===== src/rtl/uart_tx_word_serializer.sv =====
// Word FIFO feeding an LSB-first byte serializer with optional sync byte; first byte valid two cycles after a push into an idle block.
// Backpressure: byte_o holds while byte_ready_i is low; word_ready_o drops when the word FIFO is full.
module uart_tx_word_serializer #(
  parameter int         WORD_FIFO_DEPTH = 4,
  parameter bit         SYNC_EN         = 1'b1,
  parameter logic [7:0] SYNC_BYTE       = 8'hA5
) (
  input  logic                               clk_i,
  input  logic                               rst_i,
  input  logic [31:0]                        word_i,
  input  logic                               word_valid_i,
  output logic                               word_ready_o,
  output logic [7:0]                         byte_o,
  output logic                               byte_valid_o,
  input  logic                               byte_ready_i,
  output logic                               busy_o,
  output logic [$clog2(WORD_FIFO_DEPTH):0]   fifo_count_o
);
  localparam int AW = $clog2(WORD_FIFO_DEPTH);
  localparam logic [AW:0] FULL = (AW+1)'(WORD_FIFO_DEPTH);

  typedef enum logic [1:0] {IDLE, SYNC, DATA} state_t;
  localparam state_t FIRST = SYNC_EN ? SYNC : DATA;

  logic [31:0]   mem_q [WORD_FIFO_DEPTH];
  logic [AW-1:0] wr_ptr_q, wr_ptr_d, rd_ptr_q, rd_ptr_d;
  logic [AW:0]   count_q, count_d;
  state_t        state_q, state_d;
  logic [31:0]   word_q, word_d;
  logic [1:0]    idx_q, idx_d;
  logic [7:0]    byte_q, byte_d;
  logic          byte_vld_q, byte_vld_d;
  logic          push, pop;
  logic [31:0]   head;
  logic [7:0]    cur_byte;
  logic [1:0]    idx_nxt;

  assign word_ready_o = (count_q != FULL);
  assign push         = word_valid_i && word_ready_o;
  assign head         = mem_q[rd_ptr_q];
  assign idx_nxt      = idx_q + 2'd1;
  assign cur_byte     = (state_q == SYNC) ? SYNC_BYTE : word_q[{idx_q, 3'b000} +: 8];

  // The output register is the presentation stage: SYNC/DATA first fill it,
  // then each accept swaps in the following byte so the stream has no bubbles.
  always_comb begin
    state_d    = state_q;
    word_d     = word_q;
    idx_d      = idx_q;
    byte_d     = byte_q;
    byte_vld_d = byte_vld_q;
    pop        = 1'b0;
    case (state_q)
      IDLE: begin
        if (count_q != '0) begin
          pop     = 1'b1;
          word_d  = head;
          idx_d   = 2'd0;
          state_d = FIRST;
        end
      end
      SYNC, DATA: begin
        if (!byte_vld_q) begin
          byte_d     = cur_byte;
          byte_vld_d = 1'b1;
        end else if (byte_ready_i) begin
          if (state_q == SYNC) begin
            state_d = DATA;
            idx_d   = 2'd0;
            byte_d  = word_q[7:0];
          end else if (idx_q != 2'd3) begin
            idx_d  = idx_nxt;
            byte_d = word_q[{idx_nxt, 3'b000} +: 8];
          end else if (count_q != '0) begin
            pop     = 1'b1;
            word_d  = head;
            idx_d   = 2'd0;
            state_d = FIRST;
            byte_d  = SYNC_EN ? SYNC_BYTE : head[7:0];
          end else begin
            state_d    = IDLE;
            idx_d      = 2'd0;
            byte_vld_d = 1'b0;
          end
        end
      end
      default: state_d = IDLE;
    endcase
  end

  always_comb begin
    wr_ptr_d = push ? wr_ptr_q + AW'(1) : wr_ptr_q;
    rd_ptr_d = pop  ? rd_ptr_q + AW'(1) : rd_ptr_q;
    count_d  = count_q;
    if (push && !pop)      count_d = count_q + (AW+1)'(1);
    else if (!push && pop) count_d = count_q - (AW+1)'(1);
  end

  always_ff @(posedge clk_i) begin
    if (rst_i) begin
      wr_ptr_q   <= '0;
      rd_ptr_q   <= '0;
      count_q    <= '0;
      state_q    <= IDLE;
      word_q     <= '0;
      idx_q      <= 2'd0;
      byte_q     <= 8'd0;
      byte_vld_q <= 1'b0;
    end else begin
      wr_ptr_q   <= wr_ptr_d;
      rd_ptr_q   <= rd_ptr_d;
      count_q    <= count_d;
      state_q    <= state_d;
      word_q     <= word_d;
      idx_q      <= idx_d;
      byte_q     <= byte_d;
      byte_vld_q <= byte_vld_d;
    end
  end

  always_ff @(posedge clk_i) begin
    if (!rst_i && push) mem_q[wr_ptr_q] <= word_i;
  end

  assign byte_o       = byte_q;
  assign byte_valid_o = byte_vld_q;
  assign fifo_count_o = count_q;
  assign busy_o       = (state_q != IDLE) || (count_q != '0);
endmodule


===== config.mk =====
export PLATFORM = sky130hd
export DESIGN_NAME = uart_tx_word_serializer
export DESIGN_NICKNAME = d
export VERILOG_FILES = /design/src/rtl/uart_tx_word_serializer.sv
export SDC_FILE = /design/constraint.sdc
export NUM_CORES = 1
export LEC_CHECK = 0
export BUFFER_PORTS_ARGS = -buffer_cell sky130_fd_sc_hd__buf_2
export CAP_MARGIN = 20
export CELL_PAD_IN_SITES_DETAIL_PLACEMENT = 2
export CELL_PAD_IN_SITES_GLOBAL_PLACEMENT = 2
export CORE_MARGIN = 4
export CORE_UTILIZATION = 47
export DETAILED_ROUTE_END_ITERATION = 7
export GPL_TIMING_DRIVEN = 0
export PLACE_DENSITY_LB_ADDON = 0.1
export SYNTH_ARGS = -nofsm -noshare
export SYNTH_HDL_FRONTEND = slang
export SYNTH_SLANG_ARGS = --single-unit

===== constraint.sdc =====
create_clock -name clk_i -period 6.55 [get_ports clk_i]
set_input_delay 1.31 -clock clk_i [delete_from_list [all_inputs] [get_ports clk_i]]
set_output_delay 1.31 -clock clk_i [all_outputs]
set_load 0.05 [all_outputs]

# Word level (Yosys, flattened, before mapping)
# Memories as Yosys holds them, arrays and structs flattened. A register that Yosys moved wholly into a read port is not among the register bits.
# Cells that the tools add are included.
# W data, S select, Z words.
# op_classes
eq_ne	12
order_cmp	0
bitwise_logic	0
muxes	41
div	0
reduce_logical	18
n_shift	2
addsub	5
n_mul	0
# op_table
operator	n
$mux W32	5
$pmux W32 S2	1
$shiftx A32 B6 Y8	2
$mux W8	6
$mux W2	12
$ne A2 B2 Y1 const B	7
$mux W1	12
$pmux W2 S2	2
$reduce_and A4 Y1	2
$add A2 B1 Y2 const B	3
$mux W3	2
$ne A3 B3 Y1 const B	2
$reduce_bool A2 Y1	3
$reduce_and A5 Y1	1
$logic_and A1 B1 Y1	4
$ne A4 B1 Y1 const B	1
$add A3 B1 Y3 const B	1
$logic_not A1 Y1	3
$reduce_and A3 Y1	1
$reduce_bool A3 Y1	1
$sub A3 B1 Y3 const B	1
$eq A2 B1 Y1 const B	1
$eq A2 B2 Y1 const B	1
$logic_not A2 Y1	1
3 further kinds	3
# totals
latchBits	0
ff_bits	52
word_cells	87
out_inout_bits	14
mem_count	1
input_bits	36
mem_bits_ro	0
mem_bits_rw	128
# mem_list
name	depth	width	rd	rd_clocked_by_memory_dff	write_ports	line_no	rtl
mem_q	4	32	1	1	1	25	logic [31:0] mem_q [WORD_FIFO_DEPTH];

# Logic depth before layout (Yosys ltp)
# logic_depth
word_depth	10
mapped_depth	11
ltp_nobuf	11

# Worst setup path after synthesis
# OpenSTA, ideal clock, no wires.
# synth_path
path_kind	in2reg
from	in byte_ready_i
to	reg count_q[2], in the netlist fifo_count_o[2]
arrival_time_ns	2.982
t_required_ns	6.480
setup_time_ns	0.070
stages	9
setup_slack_ns	3.498
cell_sequence	and3_1 -> a21oi_1 -> or3_1 -> ha_1 -> inv_1 -> fa_1 -> xor2_1 -> or3_1 -> a21oi_1
# synth_via
elab_chain_cells	6
word_cells_on_any_way	8
# synth_lines
element	line_no	rtl
start: declaration	15	input logic byte_ready_i,
$mux W1 *	66	end else if (byte_ready_i) begin
$mux W1 *	63	if (!byte_vld_q) begin
$pmux W1 S2 *	53	case (state_q)
$logic_not A1 Y1	95	if (push && !pop) count_d = count_q + (AW+1)'(1);
$logic_and A1 B1 Y1	95	
$mux W3 / $reduce_bool A2 Y1 (equally long branches)	--	
end signal: assignment	112	count_q <= count_d;
end: declaration	27	logic [AW:0] count_q, count_d;
# Mark *: on every way between the ends. The rest lies on a longest branch, timed or not.
# A chain may end at the register's enable or synchronous reset.

# Final worst setup path
# Same ends and word-level chain as after synthesis.

==> impl_results.md <==
- CP max FO: 4
- Worst hold path class: reg -> reg
- Chip width: 134 um
- FP Rows: 45
- Avg Cell Area, Syn: around 15 um^2
- Post CTS Setup Buffer Count: 0
- Most frequent cells in the layout: edfxtp_1, nand2_1, buf_2
- Sequential cell area fraction in the yosys report: between 60 and 70%
- Clock tree sinks: 182
- Power Density: 458 mW/mm^2
- Final net count: 608
- Kind of critical path: in -> reg
- DRT Pass-1 Iters: 5
- Slew at the pin with the worst max-slew slack: 0.745 ns
- Tot GR Track Use: 23.8%
- Net Count, Synth: 537
- DP Wirelength: 13900 um
- Clock Latency Late Sink: 0.44 ns
- # DRC: 0
- Clk_skew: 0.00884 ns
- Startpoint Class: input pin
- Synth Flop Type: edfxtp_1
- Async SR Flop Fraction: 0%
- Hold wc startpoint: word_q[20]$_SDFFE_PP0P_
- Port Buf Inserts: 48
- IO Pins: 50
- Utilization after layout: 56.0%
- Reg2reg start: state_q[0]$_SDFFE_PP0P_
- Hold_buf cts: 0
- Post-synth EDFFs: roughly 130
- Antenna cell count: 0
- Initial DRC Count: 304
- CP Launch Point: byte_ready_i
- Post-Synthesis Cells: 491
- Leading cell type in the layout, fill and taps excluded: edfxtp_1
- # H-tree levels: 4
- Worst path arrival time: 3.42 ns
- Max VDD drop: 224 uV
- Layout Area Growth over Synthesis: 15.8%
- Clk Tree Root Cell: clkbuf_16
- Setup TNS Final: 0 ns
- RSZ-0062 raised after global routing: no
- Antenna Nets Post-Route: 0
- Clock slew at reported path FFs: 0.07 ns
- First-pass GRT wire length: between 30000 and 40000 um
- CTS tree: yes
- Distinct cells, synth: between 50 and 60
- Mapped cell area: 0.00744 mm^2
- Synth warn: 0
- Leak pwr: 0.00291 uW
- Vias: 4567
- Outcome: finished, final reports clean
- Endpoint type of the worst setup path: flop
- GPL Wtd Cong: 0.807
- Vias in the first global route: 5194
- Seq cells post-synth: 182
- Min cycle time layout: 3.06 ns
- Wirelength per Cell: 25.7 um
- Total gr overflow: 0
- Post-CTS resize count: 0
- Worst EP required: 6.91 ns
- Initial antenna violation count: 0
- Clock Path Buffers: 2
- FMAX: roughly 330 MHz
- Die Ht: 134 um
- Num CTS Buffers: 17
- Pin count of the biggest net entering global routing: 32
- Number of max-cap violations: 0
- Max_slew headroom: 50.3%
- Fin. Hold Viols: 0
- Die ar.: between 0.015 and 0.02 mm^2
- Routed WL: 20200 um
- Layout cells sized above 1: 27.0%
- Setup-failing EPs final: 0
- Final-report max-slew violation count: 0
- Final period util: a little under half
- Drt via density: 5.81
- CORE AREA: around 0.015 mm^2
- Initial Util: 48.4%
[sequential cells by signal (all words and copies together) (netlist names), named ones only]
name	count
state_q	2
word_q	32
byte_o	8
rd_ptr_q	2
mem_q	128
wr_ptr_q	2
fifo_count_o	3
idx_q	2
byte_valid_o	1
[critical path: stages]
cell	delay, ns
buf_2	0.13
and3_1	0.22
a21oi_1	0.31
or3_1	0.17
ha_1	0.18
inv_1	0.06
fa_1	0.38
xor2_1	0.19
or3_1	0.32
a21oi_1	0.15
[worst paths after layout]
kind                             endpoint  slack, ns  cells after the start
max          fifo_count_o[2]$_SDFFE_PP0P_       3.49                     10
min               word_q[20]$_SDFFE_PP0P_       0.49                      2
max reg2reg  fifo_count_o[2]$_SDFFE_PP0P_       3.59                     11
min reg2reg       word_q[20]$_SDFFE_PP0P_       0.49                      2
[cells in the mapped netlist (all sizes together), types with 2 or more instances]
master,n,share of area [%]
nand2b,2,0.17
mux4,38,12
clkbuf,7,0.35
xor2,2,0.24
a221oi,4,0.47
nor3,3,0.27
o21ai,4,0.27
nor3b,2,0.20
ha,9,1.5
dfxtp,54,15
inv,8,0.40
nand2,77,3.9
and3,2,0.17
nor2b,4,0.44
nor4b,2,0.32
edfxtp,128,52
buf,21,1.9
o2111ai,3,0.35
a221o,3,0.40
mux2i,19,2.6
a311oi,9,1.5
a21oi,39,2.6
or3b,2,0.24
nor2,24,1.2
and2,4,0.34
or3,3,0.25
a211oi,3,0.37
[area by class of cell]
cell class              instances  area [um^2]
plain buffers                  28          168
inverters                       8         30.0
fillers                      1362         6760
well taps                     211          264
clock inverters                15          159
clock buffers                  17          425
flip-flops and latches        182         4920
multi-input cells             273         2320
repair buffers                 52          320
[power breakdown]
group	internal [uW]	total, uW	switching [uW]
clock network	540	1010	469
logic	523	1370	851
registers	1410	1560	153
[through the flow]
step | hold WS (ns) | instance area [um^2] | total power, uW | worst slack [ns] | cells
3_3_place_gp | 0.463 | 7940 | 2820 | 2.73 | 750
3_5_place_dp | 0.476 | 8030 | 2930 | 3.06 | 754
6_report | 0.493 | 8610 | 3940 | 3.49 | 786
5_1_grt | 0.523 | 8610 | 4150 | 3.35 | 786
4_1_cts | 0.487 | 8610 | 3970 | 3.50 | 786
2_1_floorplan | 0.443 | 7440 | 2510 | 3.50 | 491
[layer usage]
metal	part of all wire (%)	GRT usage, %	up-vias
met1	40	28.4	2363
met3	3.9	4.84	42
met2	52	41.6	143
li1	-	-	2019
met4	3.9	10.9	0
met5	0	0	-
[kinds of logic (layout without fill, tap and decap cells)]
kind of cell / after synthesis / count (layout) / share of synthesized area, %
compound gates: 72 / 72 / 6.80
xor+xnor: 3 / 3 / 0.353
fa+ha+maj: 10 / 10 / 1.78
buf+inv: 36 / 120 / 2.66
flops: 182 / 182 / 66.2
mux: 58 / 58 / 14.2
simple gates: 130 / 130 / 7.96
Note: power is estimated with default switching activity, not from simulation.
